File: config.mk
export PLATFORM = sky130hd
export DESIGN_NAME = axi_lite_master_flat
export DESIGN_NICKNAME = d
export VERILOG_FILES = /design/src/rtl/axi_lite_master_if.sv /design/src/rtl/axi_lite_master.sv /design/src/flat_wrapper.sv
export SDC_FILE = /design/constraint.sdc
export NUM_CORES = 1
export LEC_CHECK = 0
export CAP_MARGIN = 20
export CORE_MARGIN = 2
export CORE_UTILIZATION = 40
export CTS_BUF_LIST = sky130_fd_sc_hd__clkbuf_4
export CTS_CLUSTER_DIAMETER = 50
export CTS_CLUSTER_SIZE = 14
export DETAILED_ROUTE_END_ITERATION = 16
export PLACE_DENSITY = 0.79
export SETUP_SLACK_MARGIN = 0.2
export SLEW_MARGIN = 10
export SYNTH_ARGS = -nofsm -noshare
export SYNTH_HDL_FRONTEND = slang
export SYNTH_SLANG_ARGS = --single-unit
File: constraint.sdc
create_clock -name clk -period 11.8 [get_ports clk]
set_input_delay 2.36 -clock clk [delete_from_list [all_inputs] [get_ports clk]]
set_output_delay 2.36 -clock clk [all_outputs]
set_load 0.05 [all_outputs]
File: src/rtl/axi_lite_master_if.sv
// AXI-Lite channel bundle shared by an initiator (master) and a target (slave).
// The five channels are kept together so they can be passed as one port.
interface axi_lite_if #(
    parameter int AW = 32,
    parameter int DW = 32
);
    logic [AW-1:0] awaddr;
    logic          awvalid;
    logic          awready;
    logic [DW-1:0] wdata;
    logic          wvalid;
    logic          wready;
    logic [1:0]    bresp;
    logic          bvalid;
    logic          bready;
    logic [AW-1:0] araddr;
    logic          arvalid;
    logic          arready;
    logic [DW-1:0] rdata;
    logic [1:0]    rresp;
    logic          rvalid;
    logic          rready;

    modport master (
        output awaddr, awvalid, wdata, wvalid, bready, araddr, arvalid, rready,
        input  awready, wready, bresp, bvalid, arready, rdata, rresp, rvalid
    );

    modport slave (
        input  awaddr, awvalid, wdata, wvalid, bready, araddr, arvalid, rready,
        output awready, wready, bresp, bvalid, arready, rdata, rresp, rvalid
    );
endinterface

File: src/rtl/axi_lite_master.sv
// Single-outstanding AXI-Lite initiator: one request in, one AXI transaction out,
// one response back. A response timeout abandons the transaction and locks the block.
module axi_lite_master #(
    parameter int AW      = 32,
    parameter int DW      = 32,
    parameter int TIMEOUT = 256
) (
    input  logic          clk,
    input  logic          rst,
    axi_lite_if.master    m_axi,
    input  logic          req_valid_i,
    output logic          req_ready_o,
    input  logic          req_write_i,
    input  logic [AW-1:0] req_addr_i,
    input  logic [DW-1:0] req_wdata_i,
    output logic          rsp_valid_o,
    input  logic          rsp_ready_i,
    output logic [DW-1:0] rsp_rdata_o,
    output logic          rsp_err_o,
    output logic          rsp_timeout_o,
    output logic          busy_o,
    output logic          bus_hung_o
);

    typedef enum logic [2:0] {IDLE, WR_AW_W, WR_B, RD_AR, RD_R, RSP} state_e;

    localparam int CW = (TIMEOUT > 1) ? $clog2(TIMEOUT + 1) : 1;
    localparam logic [CW-1:0] TO_LAST = CW'(TIMEOUT - 1);

    state_e        state_q, state_d;
    logic [CW-1:0] cnt_q, cnt_d;
    logic          awvalid_q, awvalid_d, wvalid_q, wvalid_d, bready_q, bready_d;
    logic          arvalid_q, arvalid_d, rready_q, rready_d;
    logic [AW-1:0] awaddr_q, awaddr_d, araddr_q, araddr_d;
    logic [DW-1:0] wdata_q, wdata_d, rsp_rdata_q, rsp_rdata_d;
    logic          rsp_valid_q, rsp_valid_d, rsp_err_q, rsp_err_d;
    logic          rsp_timeout_q, rsp_timeout_d, bus_hung_q, bus_hung_d;
    logic          inFlight, timeoutHit;

    assign inFlight   = (state_q == WR_AW_W) || (state_q == WR_B) ||
                        (state_q == RD_AR)   || (state_q == RD_R);
    // The counter is cleared on accept, so it holds TIMEOUT-1 in the last allowed cycle.
    assign timeoutHit = inFlight && (TIMEOUT != 0) && (cnt_q == TO_LAST);

    always_comb begin
        state_d       = state_q;
        cnt_d         = cnt_q;
        awvalid_d     = awvalid_q;
        wvalid_d      = wvalid_q;
        bready_d      = bready_q;
        arvalid_d     = arvalid_q;
        rready_d      = rready_q;
        awaddr_d      = awaddr_q;
        araddr_d      = araddr_q;
        wdata_d       = wdata_q;
        rsp_valid_d   = rsp_valid_q;
        rsp_err_d     = rsp_err_q;
        rsp_timeout_d = rsp_timeout_q;
        rsp_rdata_d   = rsp_rdata_q;
        bus_hung_d    = bus_hung_q;

        if (inFlight) begin
            cnt_d = cnt_q + 1'b1;
        end

        case (state_q)
            IDLE: begin
                if (req_valid_i && !bus_hung_q) begin
                    cnt_d = '0;
                    if (req_write_i) begin
                        awaddr_d  = req_addr_i;
                        wdata_d   = req_wdata_i;
                        awvalid_d = 1'b1;
                        wvalid_d  = 1'b1;
                        state_d   = WR_AW_W;
                    end else begin
                        araddr_d  = req_addr_i;
                        arvalid_d = 1'b1;
                        state_d   = RD_AR;
                    end
                end
            end
            WR_AW_W: begin
                if (awvalid_q && m_axi.awready) awvalid_d = 1'b0;
                if (wvalid_q && m_axi.wready)   wvalid_d  = 1'b0;
                if (!awvalid_d && !wvalid_d) begin
                    bready_d = 1'b1;
                    state_d  = WR_B;
                end
            end
            WR_B: begin
                if (m_axi.bvalid) begin
                    bready_d      = 1'b0;
                    rsp_valid_d   = 1'b1;
                    rsp_err_d     = (m_axi.bresp == 2'b10) || (m_axi.bresp == 2'b11);
                    rsp_timeout_d = 1'b0;
                    rsp_rdata_d   = '0;
                    state_d       = RSP;
                end
            end
            RD_AR: begin
                if (m_axi.arready) begin
                    arvalid_d = 1'b0;
                    rready_d  = 1'b1;
                    state_d   = RD_R;
                end
            end
            RD_R: begin
                if (m_axi.rvalid) begin
                    rready_d      = 1'b0;
                    rsp_valid_d   = 1'b1;
                    rsp_err_d     = (m_axi.rresp == 2'b10) || (m_axi.rresp == 2'b11);
                    rsp_timeout_d = 1'b0;
                    rsp_rdata_d   = rsp_err_d ? '0 : m_axi.rdata;
                    state_d       = RSP;
                end
            end
            RSP: begin
                if (rsp_ready_i) begin
                    rsp_valid_d = 1'b0;
                    state_d     = IDLE;
                end
            end
            default: state_d = IDLE;
        endcase

        // A real B/R response in the expiry cycle wins; anything short of that is abandoned.
        if (timeoutHit && (state_d != RSP)) begin
            awvalid_d     = 1'b0;
            wvalid_d      = 1'b0;
            bready_d      = 1'b0;
            arvalid_d     = 1'b0;
            rready_d      = 1'b0;
            rsp_valid_d   = 1'b1;
            rsp_err_d     = 1'b1;
            rsp_timeout_d = 1'b1;
            rsp_rdata_d   = '0;
            bus_hung_d    = 1'b1;
            state_d       = RSP;
        end
    end

    always_ff @(posedge clk or posedge rst) begin
        if (rst) begin
            state_q       <= IDLE;
            cnt_q         <= '0;
            awvalid_q     <= 1'b0;
            wvalid_q      <= 1'b0;
            bready_q      <= 1'b0;
            arvalid_q     <= 1'b0;
            rready_q      <= 1'b0;
            awaddr_q      <= '0;
            araddr_q      <= '0;
            wdata_q       <= '0;
            rsp_valid_q   <= 1'b0;
            rsp_err_q     <= 1'b0;
            rsp_timeout_q <= 1'b0;
            rsp_rdata_q   <= '0;
            bus_hung_q    <= 1'b0;
        end else begin
            state_q       <= state_d;
            cnt_q         <= cnt_d;
            awvalid_q     <= awvalid_d;
            wvalid_q      <= wvalid_d;
            bready_q      <= bready_d;
            arvalid_q     <= arvalid_d;
            rready_q      <= rready_d;
            awaddr_q      <= awaddr_d;
            araddr_q      <= araddr_d;
            wdata_q       <= wdata_d;
            rsp_valid_q   <= rsp_valid_d;
            rsp_err_q     <= rsp_err_d;
            rsp_timeout_q <= rsp_timeout_d;
            rsp_rdata_q   <= rsp_rdata_d;
            bus_hung_q    <= bus_hung_d;
        end
    end

    assign m_axi.awaddr  = awaddr_q;
    assign m_axi.awvalid = awvalid_q;
    assign m_axi.wdata   = wdata_q;
    assign m_axi.wvalid  = wvalid_q;
    assign m_axi.bready  = bready_q;
    assign m_axi.araddr  = araddr_q;
    assign m_axi.arvalid = arvalid_q;
    assign m_axi.rready  = rready_q;

    assign req_ready_o   = (state_q == IDLE) && !bus_hung_q;
    assign busy_o        = (state_q != IDLE);
    assign rsp_valid_o   = rsp_valid_q;
    assign rsp_rdata_o   = rsp_rdata_q;
    assign rsp_err_o     = rsp_err_q;
    assign rsp_timeout_o = rsp_timeout_q;
    assign bus_hung_o    = bus_hung_q;

endmodule

File: src/flat_wrapper.sv
// flat-port wrapper written by rule: the top's interface ports become plain ports
module axi_lite_master_flat 
#(
    parameter int AW      = 32,
    parameter int DW      = 32,
    parameter int TIMEOUT = 256
)
  (clk, rst, req_valid_i, req_ready_o, req_write_i, req_addr_i, req_wdata_i, rsp_valid_o, rsp_ready_i, rsp_rdata_o, rsp_err_o, rsp_timeout_o, busy_o, bus_hung_o, m_axi_awaddr, m_axi_awvalid, m_axi_wdata, m_axi_wvalid, m_axi_bready, m_axi_araddr, m_axi_arvalid, m_axi_rready, m_axi_awready, m_axi_wready, m_axi_bresp, m_axi_bvalid, m_axi_arready, m_axi_rdata, m_axi_rresp, m_axi_rvalid);
  axi_lite_if #(.AW(AW), .DW(DW)) m_axi_i ();
  input  logic clk;
  input  logic rst;
  input  logic req_valid_i;
  output logic req_ready_o;
  input  logic req_write_i;
  input  logic [AW-1:0] req_addr_i;
  input  logic [DW-1:0] req_wdata_i;
  output logic rsp_valid_o;
  input  logic rsp_ready_i;
  output logic [DW-1:0] rsp_rdata_o;
  output logic rsp_err_o;
  output logic rsp_timeout_o;
  output logic busy_o;
  output logic bus_hung_o;
  output wire logic [$bits(m_axi_i.awaddr)-1:0] m_axi_awaddr;
  output wire logic [$bits(m_axi_i.awvalid)-1:0] m_axi_awvalid;
  output wire logic [$bits(m_axi_i.wdata)-1:0] m_axi_wdata;
  output wire logic [$bits(m_axi_i.wvalid)-1:0] m_axi_wvalid;
  output wire logic [$bits(m_axi_i.bready)-1:0] m_axi_bready;
  output wire logic [$bits(m_axi_i.araddr)-1:0] m_axi_araddr;
  output wire logic [$bits(m_axi_i.arvalid)-1:0] m_axi_arvalid;
  output wire logic [$bits(m_axi_i.rready)-1:0] m_axi_rready;
  input wire logic [$bits(m_axi_i.awready)-1:0] m_axi_awready;
  input wire logic [$bits(m_axi_i.wready)-1:0] m_axi_wready;
  input wire logic [$bits(m_axi_i.bresp)-1:0] m_axi_bresp;
  input wire logic [$bits(m_axi_i.bvalid)-1:0] m_axi_bvalid;
  input wire logic [$bits(m_axi_i.arready)-1:0] m_axi_arready;
  input wire logic [$bits(m_axi_i.rdata)-1:0] m_axi_rdata;
  input wire logic [$bits(m_axi_i.rresp)-1:0] m_axi_rresp;
  input wire logic [$bits(m_axi_i.rvalid)-1:0] m_axi_rvalid;
  assign m_axi_awaddr = m_axi_i.awaddr;
  assign m_axi_awvalid = m_axi_i.awvalid;
  assign m_axi_wdata = m_axi_i.wdata;
  assign m_axi_wvalid = m_axi_i.wvalid;
  assign m_axi_bready = m_axi_i.bready;
  assign m_axi_araddr = m_axi_i.araddr;
  assign m_axi_arvalid = m_axi_i.arvalid;
  assign m_axi_rready = m_axi_i.rready;
  assign m_axi_i.awready = m_axi_awready;
  assign m_axi_i.wready = m_axi_wready;
  assign m_axi_i.bresp = m_axi_bresp;
  assign m_axi_i.bvalid = m_axi_bvalid;
  assign m_axi_i.arready = m_axi_arready;
  assign m_axi_i.rdata = m_axi_rdata;
  assign m_axi_i.rresp = m_axi_rresp;
  assign m_axi_i.rvalid = m_axi_rvalid;
  axi_lite_master #(.AW(AW), .DW(DW), .TIMEOUT(TIMEOUT)) u_core (.clk(clk), .rst(rst), .m_axi(m_axi_i), .req_valid_i(req_valid_i), .req_ready_o(req_ready_o), .req_write_i(req_write_i), .req_addr_i(req_addr_i), .req_wdata_i(req_wdata_i), .rsp_valid_o(rsp_valid_o), .rsp_ready_i(rsp_ready_i), .rsp_rdata_o(rsp_rdata_o), .rsp_err_o(rsp_err_o), .rsp_timeout_o(rsp_timeout_o), .busy_o(busy_o), .bus_hung_o(bus_hung_o));
endmodule
# --- Word-level counts from Yosys, hierarchy flattened ---
# Index checks and enable logic that the tools add are counted.
word_totals:
  reg_bits: 149
  in_bits: 110
  output_inout_bits: 139
  word_cells: 118
classes:
  n_addsub: 1
  n_eq_ne: 19
  muxes: 51
  bitwise: 1
  reduce_logical: 31
op_table:
  columns: ["operator", "count"]
  rows:
  - ["$mux W32", 4]
  - ["$pmux W32 S2", 1]
  - ["$mux W9", 3]
  - ["$mux W1", 26]
  - ["$mux W3", 7]
  - ["$pmux W3 S6", 1]
  - ["$reduce_and A3 Y1", 6]
  - ["$reduce_bool A3 Y1", 6]
  - ["$ne A3 B3 Y1 const B", 5]
  - ["$pmux W1 S2", 7]
  - ["$add A9 B1 Y9 const B", 1]
  - ["$eq A9 B8 Y1 const B", 1]
  - ["$ne A3 B2 Y1 const B", 3]
  - ["$eq A2 B2 Y1 const B", 4]
  - ["$reduce_and A4 Y1", 2]
  - ["$logic_and A1 B1 Y1", 7]
  - ["$eq A3 B2 Y1 const B", 2]
  - ["$eq A3 B3 Y1 const B", 2]
  - ["$logic_or A1 B1 Y1", 5]
  - ["$reduce_bool A4 Y1", 1]
  - ["$eq A3 B1 Y1 const B", 1]
  - ["$logic_not A1 Y1", 3]
  - ["$logic_not A3 Y1", 1]
  - ["$ne A3 B1 Y1 const B", 1]
  - ["other kinds (3)", 3]

# --- Logic depth before layout (Yosys ltp) ---
depth:
  depth_word: 11
  ltp_mapped: 9
  mapped_depth_nobuf: 8

# --- Least setup slack after synthesis ---
# No wires, ideal clock.
synth_timing:
  kind: "register -> output"
  startpoint: "register u_core.state_q[1]"
  endpoint: "output req_ready_o"
  arrival_ns: 1.651
  required_time_ns: 9.440
  setup_slack_ns: 7.789
  path_stages_with_launch: 4
  n_path_buf: 1
  path_cell_list: "dfrtp_1 -> or3_1 -> buf_2 -> nor2_1"
synth_via:
  elab_chain_cells: 2
synth_rtl:
  columns: ["element", "line_no", "text"]
  rows:
  - ["start: declaration", "axi_lite_master.sv:30", "state_e state_q, state_d;"]
  - ["start signal: assignment", "axi_lite_master.sv:161", "state_q <= state_d;"]
  - ["$logic_not A3 Y1", "axi_lite_master.sv:188", "assign req_ready_o = (state_q == IDLE) && !bus_hung_q;"]
  - ["$logic_and A1 B1 Y1", "axi_lite_master.sv:188", null]
  - ["end: declaration", "flat_wrapper.sv:13", "output logic req_ready_o;"]
# Every way passes these cells.

# --- Final worst setup path ---
layout_timing:
  startpoint: "register u_core.state_q[0]"
  endpoint: "output req_ready_o"
# The elaborated chain is that of the path after synthesis.

==> run summary <==
For the number of buffers inserted during clock tree synthesis, the log shows 17. The synthesized design spends more area on one cell type than any other, namely sky130_fd_sc_hd__dfrtp_1. After synthesis, the share of cell area in mux cells is 19.69%. The most frequent cell after synthesis was sky130_fd_sc_hd__dfrtp_1. Measured along the x axis, the die boundary spans 126.7 um. Summed over all layers, the global routing overflow is 0.

After synthesis the netlist holds a flip-flop and latch count of 149. The run gives 0 as the buffer count from post-CTS setup fixing. Remaining max-slew budget at the tightest pin: 28.83%.

The run gives 4 as the maximum level of the CTS H-tree. Of all nets on the critical path, the largest fanout is 16. TritonCTS built the clock tree. The number of cells on the worst reg-to-reg path is 5, and the post-layout instance count excluding filler cells is 849.

The endpoint of the lowest-slack register-to-register path is u_core.m_axi.wdata[23]. The worst register-to-register path has a setup slack of 8290 ps. Fill cells in the final layout number 1,148.

The run gives 81 as the pin count of the biggest net entering global routing. After detailed routing, the average wire length per cell comes to 17.42 um. The final weighted congestion in routability-driven placement is 0.7863. Measured on the finished design, the core utilization comes to 60.53%.

The worst setup path is of the flop to output port kind. The die covers 16,060 um^2. Of the cells placed in the final design, the portion with a size suffix greater than 1 is 20.90%. Setup repair after global routing left no endpoint under its margin. Start point of the worst hold path: u_core.rsp_timeout_o. The distinct cell type count of the synthesized netlist is 48. Along the worst hold path, the cell count comes to 2.

The total leakage power is 3.980 nW. The category of the worst setup path capture point is an output port. The total inserted antenna cells was 0. By area the synthesized netlist is led by sky130_fd_sc_hd__dfrtp_1, sky130_fd_sc_hd__mux2_2, sky130_fd_sc_hd__mux2_4, sky130_fd_sc_hd__a22o_1, sky130_fd_sc_hd__buf_12. The post-layout minimum cycle time came out at 4954 ps. The count of nets left with antenna violations once routing finished came out at 0. The initial antenna violation count is 0, and the final wirelength is 14,790 um.

The number of remaining DRC errors is 0. For hold timing, the worst endpoint is u_core.rsp_timeout_o. The sequential-to-total area share from yosys stat is 61.89%, and the number of maximum-capacitance constraint violations is 0. The tools report the cell row count as 44. The number of buffer cells added on primary ports came out at 246. In this run, the number of DRC markers left after iteration 0 of detailed routing was 189.

The detailed router placed 4,248 vias in this run. The clock transition at the registers of the reported paths is 120 ps. Of the total synthesized cell area, the portion taken by full adders, half adders and majority gates is 0.4154%. Detailed-routing iteration count for the pre-antenna-repair pass: 6. The logs give 4,482 for the number of global-route vias before repair and 10,480 um for the HPWL reported at the end of detailed placement. The compound-cell area share of the yosys netlist was 7.705%; the worst-case clock buffer depth was 2.

The worst clock skew on the final layout was 21.42 ps. At the worst endpoint, the required time is 9440 ps. Counting every sink on the clock net gives 149.

The post-synthesis average cell area is 14.88 um^2. Counting tap cells, the placed design contains a total of 814 instances. For the pin with the worst max-slew slack, the measured transition is 1068 ps.

The initial core utilization was 41.14%; the yosys synthesis warning count was 0. Leading register cell type out of synthesis: sky130_fd_sc_hd__dfrtp_1. At the end of the flow, the number of nets in the layout was 764. The count of pins over their slew limit was 0; the total negative slack for setup checks was 0 ps. The final clock period utilization by the worst path works out to 41.98%.

For this design the top-level I/O count stands at 249. The startpoint of the worst-slack reg-to-reg timing path is u_core.state_q[0]. Clock latency on the worst-skew pair, taken at its later pin, is 540 ps.

STA classifies the critical path startpoint as a flop. Gates resized during post-CTS repair numbered 0. IR analysis of the VDD net gives a maximum drop of 0.0001011 V. After synthesis, the most frequently instantiated cells are sky130_fd_sc_hd__dfrtp_1, sky130_fd_sc_hd__mux2_2, sky130_fd_sc_hd__a22o_1.

The number of hold-slack violations in the final timing report was 0; the synthesis-to-finish area growth was 47.14%. On the final layout, the worst hold slack is 486.8 ps. The number of hold buffers added after CTS was 0.

The synthesized design contains 0 enable-type register cells. Counting every instance in the synthesized netlist gives 405. Timing would allow up to 201.9 MHz. The power density normalized to cell area works out to 169.2 nW/um^2. The tightest min-delay check is of the flop to flop type.

Of the total synthesized cell area, the portion taken by XOR and XNOR cells is 0.7269%. In the routed layout, each cell is associated on average with a via count of 5.004. By area, the combinational part of the netlist is dominated by multiplexers.

Data on the critical path arrives at its endpoint at 2590 ps. The first-pass GRT wire length came out at 23,390 um. The area share of the leading cell type in the synthesized netlist came out at 61.89%. Global routing used 18.39% of the available tracks across all layers. Final setup violation count: 0.

The total standard cell area after synthesis is 6025 um^2, and the proportion of synthesized flip-flops having asynchronous set or reset is 100.0%. The tools report the floorplan core area as 14,640 um^2. The height of the die came out at 126.7 um.

The basic-gate share of the synthesized area counting and, or, nand and nor cells works out to 5.919%. The number of nets produced by synthesis is 517. Root buffer cell: sky130_fd_sc_hd__clkbuf_4. The flow ran to the end, and the final reports show no timing, DRC or antenna violations.
-- through the flow --
stage / power, W / instance area (um^2) / setup slack [ps]
2_1_floorplan: 0.001014 / 6025 / 5432
3_3_place_gp: 0.001185 / 8544 / 6569
3_5_place_dp: 0.001201 / 8544 / 6498
4_1_cts: 0.001510 / 8807 / 6804
5_1_grt: 0.001576 / 8865 / 6735
6_report: 0.001500 / 8865 / 6846
-- cells by family after synthesis --
kind of cell	count (synthesis)
AND/OR/NAND/NOR	62
XOR/XNOR	5
flip-flops	149
multiplexers	99
AO/OA/AOI/OAI	60
buffers and inverters	28
adder cells (fa/ha/maj)	2
-- where the power goes --
part | total [W] | switching, W | leakage (nW) | internal [W]
combinational | 0.000555 | 0.000338 | 1.85 | 0.000217
clock | 0.000303 | 0.000174 | 0.150 | 0.000129
sequential | 0.000642 | 0.0000576 | 1.98 | 0.000584
total | 0.00150 | 0.000570 | 3.98 | 0.000930
-- how the worst max path moves through the flow --
stage          slack (ps)               from                endpoint
2_1_floorplan        5430                rst       u_core.bus_hung_o
6_report             6850  u_core.state_q[0]             req_ready_o
4_1_cts              6800  u_core.state_q[0]             req_ready_o
3_3_place_gp         6570        req_valid_i  u_core.m_axi.wdata[16]
5_1_grt              6740  u_core.state_q[0]             req_ready_o
3_5_place_dp         6500        req_valid_i   u_core.m_axi.wdata[9]
-- flip-flops by register name (all words and copies together) (netlist names), 3 cells and up --
name                 flops
u_core.state_q           3
u_core.cnt_q             9
u_core.rsp_rdata_o      32
u_core.m_axi.awaddr     32
u_core.m_axi.wdata      32
u_core.m_axi.araddr     32
-- metal layers --
metal,up-vias,share of wire (%),track usage [%]
met5,-,0,0
met4,0,1.6,5.688
met3,19,6.7,6.369
met2,159,51,31.16
met1,2126,41,22.26
li1,1944,-,-
-- critical path: stages (launching register included) --
cell	delay [ps]
sky130_fd_sc_hd__dfrtp_1	550
sky130_fd_sc_hd__or3_1	540
sky130_fd_sc_hd__nor2_1	150
sky130_fd_sc_hd__clkdlybuf4s50_1	820
-- cell usage in the layout (no fill, tap or decap), drive strengths merged, types with 5 or more instances in the layout --
| master | count |
|---|---|
| nor2 | 14 |
| clkdlybuf4s50 | 246 |
| clkbuf | 20 |
| a21oi | 6 |
| inv | 5 |
| clkinv | 10 |
| a22o | 32 |
| mux2 | 96 |
| nand2 | 13 |
| dfrtp | 149 |
| o21ai | 7 |
| buf | 5 |
-- area by class of cell --
cell class / count / area (um^2) / area share (%)
Sequential cell: 149 / 3729 / 42.06
Timing Repair Buffer: 251 / 2535 / 28.60
Multi-Input combinational cell: 228 / 2085 / 23.51
Tap cell: 184 / 230.2 / 2.597
Clock buffer: 20 / 150.1 / 1.694
Clock inverter: 12 / 112.6 / 1.270
Inverter: 5 / 23.77 / 0.2682
No activity file was read; power rests on OpenSTA's default activity.
==> patch 1: new RTL, same settings <==
`AW` is set to 32 in 3 places; all go to 64.
--- a/src/rtl/axi_lite_master_if.sv
+++ b/src/rtl/axi_lite_master_if.sv
@@ -2,5 +2,5 @@
 // The five channels are kept together so they can be passed as one port.
 interface axi_lite_if #(
-    parameter int AW = 32,
+    parameter int AW = 64,
     parameter int DW = 32
 );
--- a/src/rtl/axi_lite_master.sv
+++ b/src/rtl/axi_lite_master.sv
@@ -2,5 +2,5 @@
 // one response back. A response timeout abandons the transaction and locks the block.
 module axi_lite_master #(
-    parameter int AW      = 32,
+    parameter int AW      = 64,
     parameter int DW      = 32,
     parameter int TIMEOUT = 256
--- a/src/flat_wrapper.sv
+++ b/src/flat_wrapper.sv
@@ -2,5 +2,5 @@
 module axi_lite_master_flat 
 #(
-    parameter int AW      = 32,
+    parameter int AW      = 64,
     parameter int DW      = 32,
     parameter int TIMEOUT = 256
Interface: changed (resized m_axi_araddr, m_axi_awaddr and req_addr_i); port bits go from 249 to 345. The function was not compared with the original's and may differ.
==> patch 1 against the original RTL <==
Setup slack worse by 0.21 ns; synthesized area increased by 42%; final area is 43% higher; sequential cell count is 64 higher; largest power group is now combinational logic; via count is 46% higher; total power increased to 2.8 times the old value; global-route usage grew 0.68 points; routed wire length up 52%.
==> patch 1: results (changes against the original RTL) <==
Status:
- The run finished with clean final reports.

Critical path:
- The data arrival time at the worst-slack endpoint was 2.80 ns (+0.21 ns).
- The internal reg-to-reg setup slack is 8.53 ns (+0.24 ns).
- The maximum fanout along the worst path is 17 (+1).

Hold path:
- The kind of path behind the tightest hold check is reg -> reg.

STA:
- The worst max-slew margin expressed relative to the limit is 0.362 (+0.0736).
- The worst clock skew is 0.0389 ns (+0.0175 ns).
- The slack of the critical path is 6.64 ns (-0.206 ns).
- The worst hold slack is 0.518 ns (+0.0310 ns).

Synthesis:
- The post-synth net total was 761 (+47%).
- The count of cell types in the netlist is 43 (-10%).
- Ranked by total cell area, the synthesized netlist is headed by dfrtp_1 62%, mux2_2 17%, mux2_4 5.1%.
- Counting instances in the post-synthesis netlist gives the leading cell types as 213 x dfrtp_1, 131 x mux2_2, 46 x a21oi_1.
- The per-instance average area after synthesis is 13.9 um^2 (-6.5%).
- The sequential-to-total area share from yosys stat was 0.621 (+0.00200).

GRT:
- The via count of the first global-routing pass is 6354 (+42%).
- The global routing met2 resource utilization came to 0.317 (+0.00521).
- The routing usage on met1 came to 0.224 (+0.00166).
- The routing usage on met3 is 0.0827 (+0.0190).
- The number of antenna violations at the first check in global routing was 2 (+2).
- The first-pass GRT wire length is 34.2 mm (+46%).
- The pin count of the biggest net entering global routing was 138 (+70%).
- The all-layer global routing usage is 0.191 (+0.00683).

Clock network:
- The clock insertion delay at the later pin of the skew report was 0.67 ns (+0.13 ns).
- The TritonCTS buffer count is 26 (+9).
- The cell chosen for the clock root is clkbuf_4.
- The maximum clock insertion buffer count is 3 (+1).
- The number of levels the H-tree was split into was 1 (-3).

Placed design:
- The cell count after placement came to 1204 (+48%).
- The placement-stage worst setup slack is 6.81 ns (+0.313 ns).
- The area of placed instances is 0.0122 mm^2 (+43%).
- The placed wire-length estimate was 15.9 mm (+52%).
- The final RePlAce weighted congestion is 0.768 (-2.3%).
- The count of buffers inserted at the top-level ports was 342 (+39%).

Cells and area:
- The proportion of layout cells with a drive suffix above 1 was 0.228 (+0.0195).
- The final layout net count came to 1101 (+44%).
- The final-layout fill cell count is 1629 (+42%).

Power and ir drop:
- The maximum vdd ir drop was 0.214 mV (+110%).
- The leakage power of the design is 5.41 nW (+36%).

Route:
- The iteration count of the initial detailed-routing pass is 4 (-2).
- The number of vias in the routed layout came to 6204 (+46%).
- The violation count after the first detailed-routing iteration was 155 (-18%).
- The detailed-route wire length per cell was 17.9 um (+3.1%).
- The average via count per standard cell was 4.95 (-1.1%).
patch 1: changes by cell type after synthesis, sizes merged, moves of 3 or more:
cell | before | now
a21o | 2 | 5
nand3b | 1 | 4
a21oi | 6 | 46
a22o | 32 | 0
nand2 | 13 | 46
buf | 19 | 23
dfrtp | 149 | 213
nand3 | 4 | 35
mux2 | 96 | 160
clkbuf | 4 | 13
nor2 | 14 | 18
and2 | 4 | 1
patch 1: area by class of cell:
class	count	area, um^2	share of cell area
tap	275	344	0.0271
multi-input combinational	364	3030	0.239
clock inverter	18	239	0.0188
timing repair buffer	348	3490	0.275
clock buffer	29	218	0.0172
sequential	213	5330	0.420
inverter	4	22.5	0.00178
antenna	3	7.51	0.000592
patch 1: metal layers:
layer,routed length (um),vias up
met5,0,-
met4,616,0
met3,2670,38
met2,10700,269
met1,8510,3039
li1,-,2858
patch 1: path summary, 6_finish.rpt:
check / from / endpoint / depth (start not counted)
max in group asynchronous: rst / u_core.cnt_q[4] / 3
setup / recovery: u_core.state_q[1] / req_ready_o / 3
hold / removal: u_core.m_axi.awaddr[30] / u_core.m_axi.awaddr[30] / 1
hold reg to reg: u_core.m_axi.awaddr[30] / u_core.m_axi.awaddr[30] / 1
setup reg to reg: u_core.state_q[1] / u_core.m_axi.awaddr[22] / 5
min in group asynchronous: rst / u_core.m_axi.araddr[37] / 2
patch 1: report_power, final:
group	total, mW	switching (mW)	internal, mW
registers	1.24	0.189	1.05
clock network	0.508	0.284	0.224
logic	2.44	1.55	0.898
patch 1: logic make-up after synthesis:
group,share of synthesized area
buf+inv,0.0277
xor+xnor,0.00510
mux,0.225
flops,0.621
simple gates,0.0724
compound gates,0.0461
fa+ha+maj,0.00291
patch 1: critical path, cell delays in order (launching register included):
cell             delay (ns)
dfrtp_1                0.59
or3_1                  0.59
nor2_1                 0.14
clkdlybuf4s50_1        0.81
==> patch 2: new RTL, same settings <==
Without the edit above. Reset style: synchronous (`rst`), changed in one clocked block.
--- a/src/rtl/axi_lite_master.sv
+++ b/src/rtl/axi_lite_master.sv
@@ -141,5 +141,5 @@
     end
 
-    always_ff @(posedge clk or posedge rst) begin
+    always_ff @(posedge clk) begin
         if (rst) begin
             state_q       <= IDLE;
Function: differs if rst is asserted again (counterexample within 4 cycles, from zero or initial values and one cycle with rst high); with rst held inactive, the same outputs for 4 cycles.
==> patch 2 against the original RTL <==
Sequential cell count stayed put; combinational power down 37%; core utilization up 0.80 points; final area is 4.7% lower; cell count grew 30%; clock skew increased by 0.0068 ns; register-to-register slack better by 0.81 ns; synthesized area down 7.1%; routed wire length up 6.5%; total power down 16%; setup slack improved by 0.17 ns.
==> patch 2: results (changes against the original RTL) <==
Hold path:
- The number of cells on the worst hold path is 2 (unchanged).
- The path class of the tightest hold or removal check is reg -> reg.

Clock network:
- The clock-pin slew on the worst setup and hold paths was 0.14 ns (+0.02 ns).
- At the later pin of the worst-skew pair, clock insertion delay measures 0.55 ns.
- The number of levels the H-tree was split into was 4 (unchanged).
- The tree is rooted in a clkbuf_4.
- The setup fix buffers added after clock tree synthesis is 0 (unchanged).
- The maximum clock insertion buffer count is 2 (unchanged).
- The number of instances resized during post-cts repair is 0 (unchanged).
- The TritonCTS buffer count was 17 (unchanged).

GRT:
- The first-pass GRT wire length is 24.5 mm (+4.8%).
- The via count of the first global-routing pass is 5140 (+15%).
- The routing usage on met3 came to 0.0920 (+0.0283).
- The routing usage on met1 was 0.235 (+0.0122).
- The pin count of the biggest net entering global routing is 98 (+21%).
- The number of antenna violations at the first check in global routing is 2 (+2).
- The global routing met2 resource utilization is 0.343 (+0.0311).
- The all-layer global routing usage is 0.210 (+0.0257).

Synthesis:
- The share of synthesized registers carrying an async set or reset is 0 (-1.00).
- The number of warnings issued by yosys is 0 (unchanged).
- For this run, the leading register cell type out of synthesis is dfxtp_1.
- The count of cell types in the netlist is 40 (-17%).
- The commonest cells after synthesis are 237 x nand2_1, 149 x dfxtp_1, 121 x a21oi_1.
- The sequential-to-total area share from yosys stat is 0.533 (-0.0862).
- The number of synthesized flops with an enable pin was 0 (unchanged).
- The post-synth net total was 799 (+55%).
- In the post-synthesis netlist, the biggest area contributors are dfxtp_1 53%, nand2_1 16%, a21oi_1 11%.

Placed design:
- The count of buffers inserted at the top-level ports is 246 (unchanged).
- The final RePlAce weighted congestion came to 0.807 (+2.6%).
- The placed wire-length estimate was 10.8 mm (+3.1%).
- The placement-stage worst setup slack is 7.44 ns (+0.943 ns).

Route:
- The violation count after the first detailed-routing iteration came to 277 (+47%).
- The iteration count of the initial detailed-routing pass is 4 (-2).
- The average via count per standard cell is 4.85 (-3.0%).
- The detailed-route wire length per cell is 14.2 um (-18%).

STA:
- The worst clock skew is 0.0282 ns (+0.00679 ns).
- The transition at the pin with the smallest max-transition slack is 1.06 ns (-0.0115 ns).
- The aggregate negative setup slack is 0 ns (unchanged).

Cells and area:
- The proportion of layout cells with a drive suffix above 1 is 0.0790 (-0.130).
- The final layout net count came to 1023 (+34%).
- The final-layout fill cell count was 1267 (+10%).

Critical path:
- The data arrival time at the worst-slack endpoint is 2.43 ns (-0.16 ns).
- The maximum fanout along the worst path was 11 (-5).
- The number of cell instances on the worst register-to-register path is 6 (+1).

Power and ir drop:
- The leakage power of the design is 2.87 nW (-28%).
- The switching share of power is 0.354 (-0.0261).
- The maximum vdd ir drop is 0.100 mV (-1.1%).

Floorplan:
- The standard-cell row count was 43 (-2.3%).

Status:
- The flow ran to the end, and the final reports show no timing, DRC or antenna violations.
-- patch 2: path summary, 6_finish.rpt --
path	startpoint	to	slack [ns]
hold reg to reg	u_core.rsp_rdata_o[18]	u_core.rsp_rdata_o[18]	0.46
setup / recovery	u_core.state_q[1]	req_ready_o	7.01
hold / removal	u_core.rsp_rdata_o[18]	u_core.rsp_rdata_o[18]	0.46
setup reg to reg	u_core.state_q[0]	u_core.m_axi.awvalid	9.10
-- patch 2: layout make-up --
| cell class | count | area share |
|---|---|---|
| multi-input cells | 484 | 0.281 |
| flip-flops and latches | 149 | 0.353 |
| inverters | 5 | 0.00222 |
| well taps | 180 | 0.0267 |
| clock buffers | 17 | 0.0151 |
| clock inverters | 15 | 0.0230 |
| repair buffers | 254 | 0.298 |
| diodes | 2 | 0.000592 |
-- patch 2: critical path, cell delays in order, from the launching register on --
cell and delay [ns]:
dfxtp_1 0.47, nor4_2 0.50, clkdlybuf4s50_1 0.91
-- patch 2: stage by stage --
stage / area (um^2) / instances
detailed placement: 8120 / 1072
CTS: 8440 / 1104
finish: 8450 / 1106
global placement: 8120 / 1072
floorplan: 5600 / 687
global route: 8440 / 1104
-- patch 2: power by group through the flow --
stage / logic [mW] / clock network, mW / registers (mW)
after detailed placement: 0.352 / 0 / 0.571
after global placement: 0.350 / 0 / 0.569
final: 0.350 / 0.349 / 0.559
after floorplan: 0.131 / 0 / 0.664
after CTS: 0.353 / 0.361 / 0.559
after global routing: 0.374 / 0.380 / 0.564
-- patch 2: cells by family after synthesis --
| group | Yosys count | share of synthesized area |
|---|---|---|
| and+or+nand+nor | 313 | 0.237 |
| AOI/OAI and AO/OA | 161 | 0.166 |
| DFF | 149 | 0.533 |
| buffers and inverters | 54 | 0.0463 |
| xor gates and xnor gates | 6 | 0.00939 |
| muxes | 2 | 0.00358 |
| adders and majority gates | 2 | 0.00447 |
-- patch 2: routing by layer --
layer / vias up / part of all wire
li1: 2721 / -
met2: 196 / 0.46
met3: 34 / 0.098
met4: 0 / 0.031
met5: - / 0
met1: 2418 / 0.41
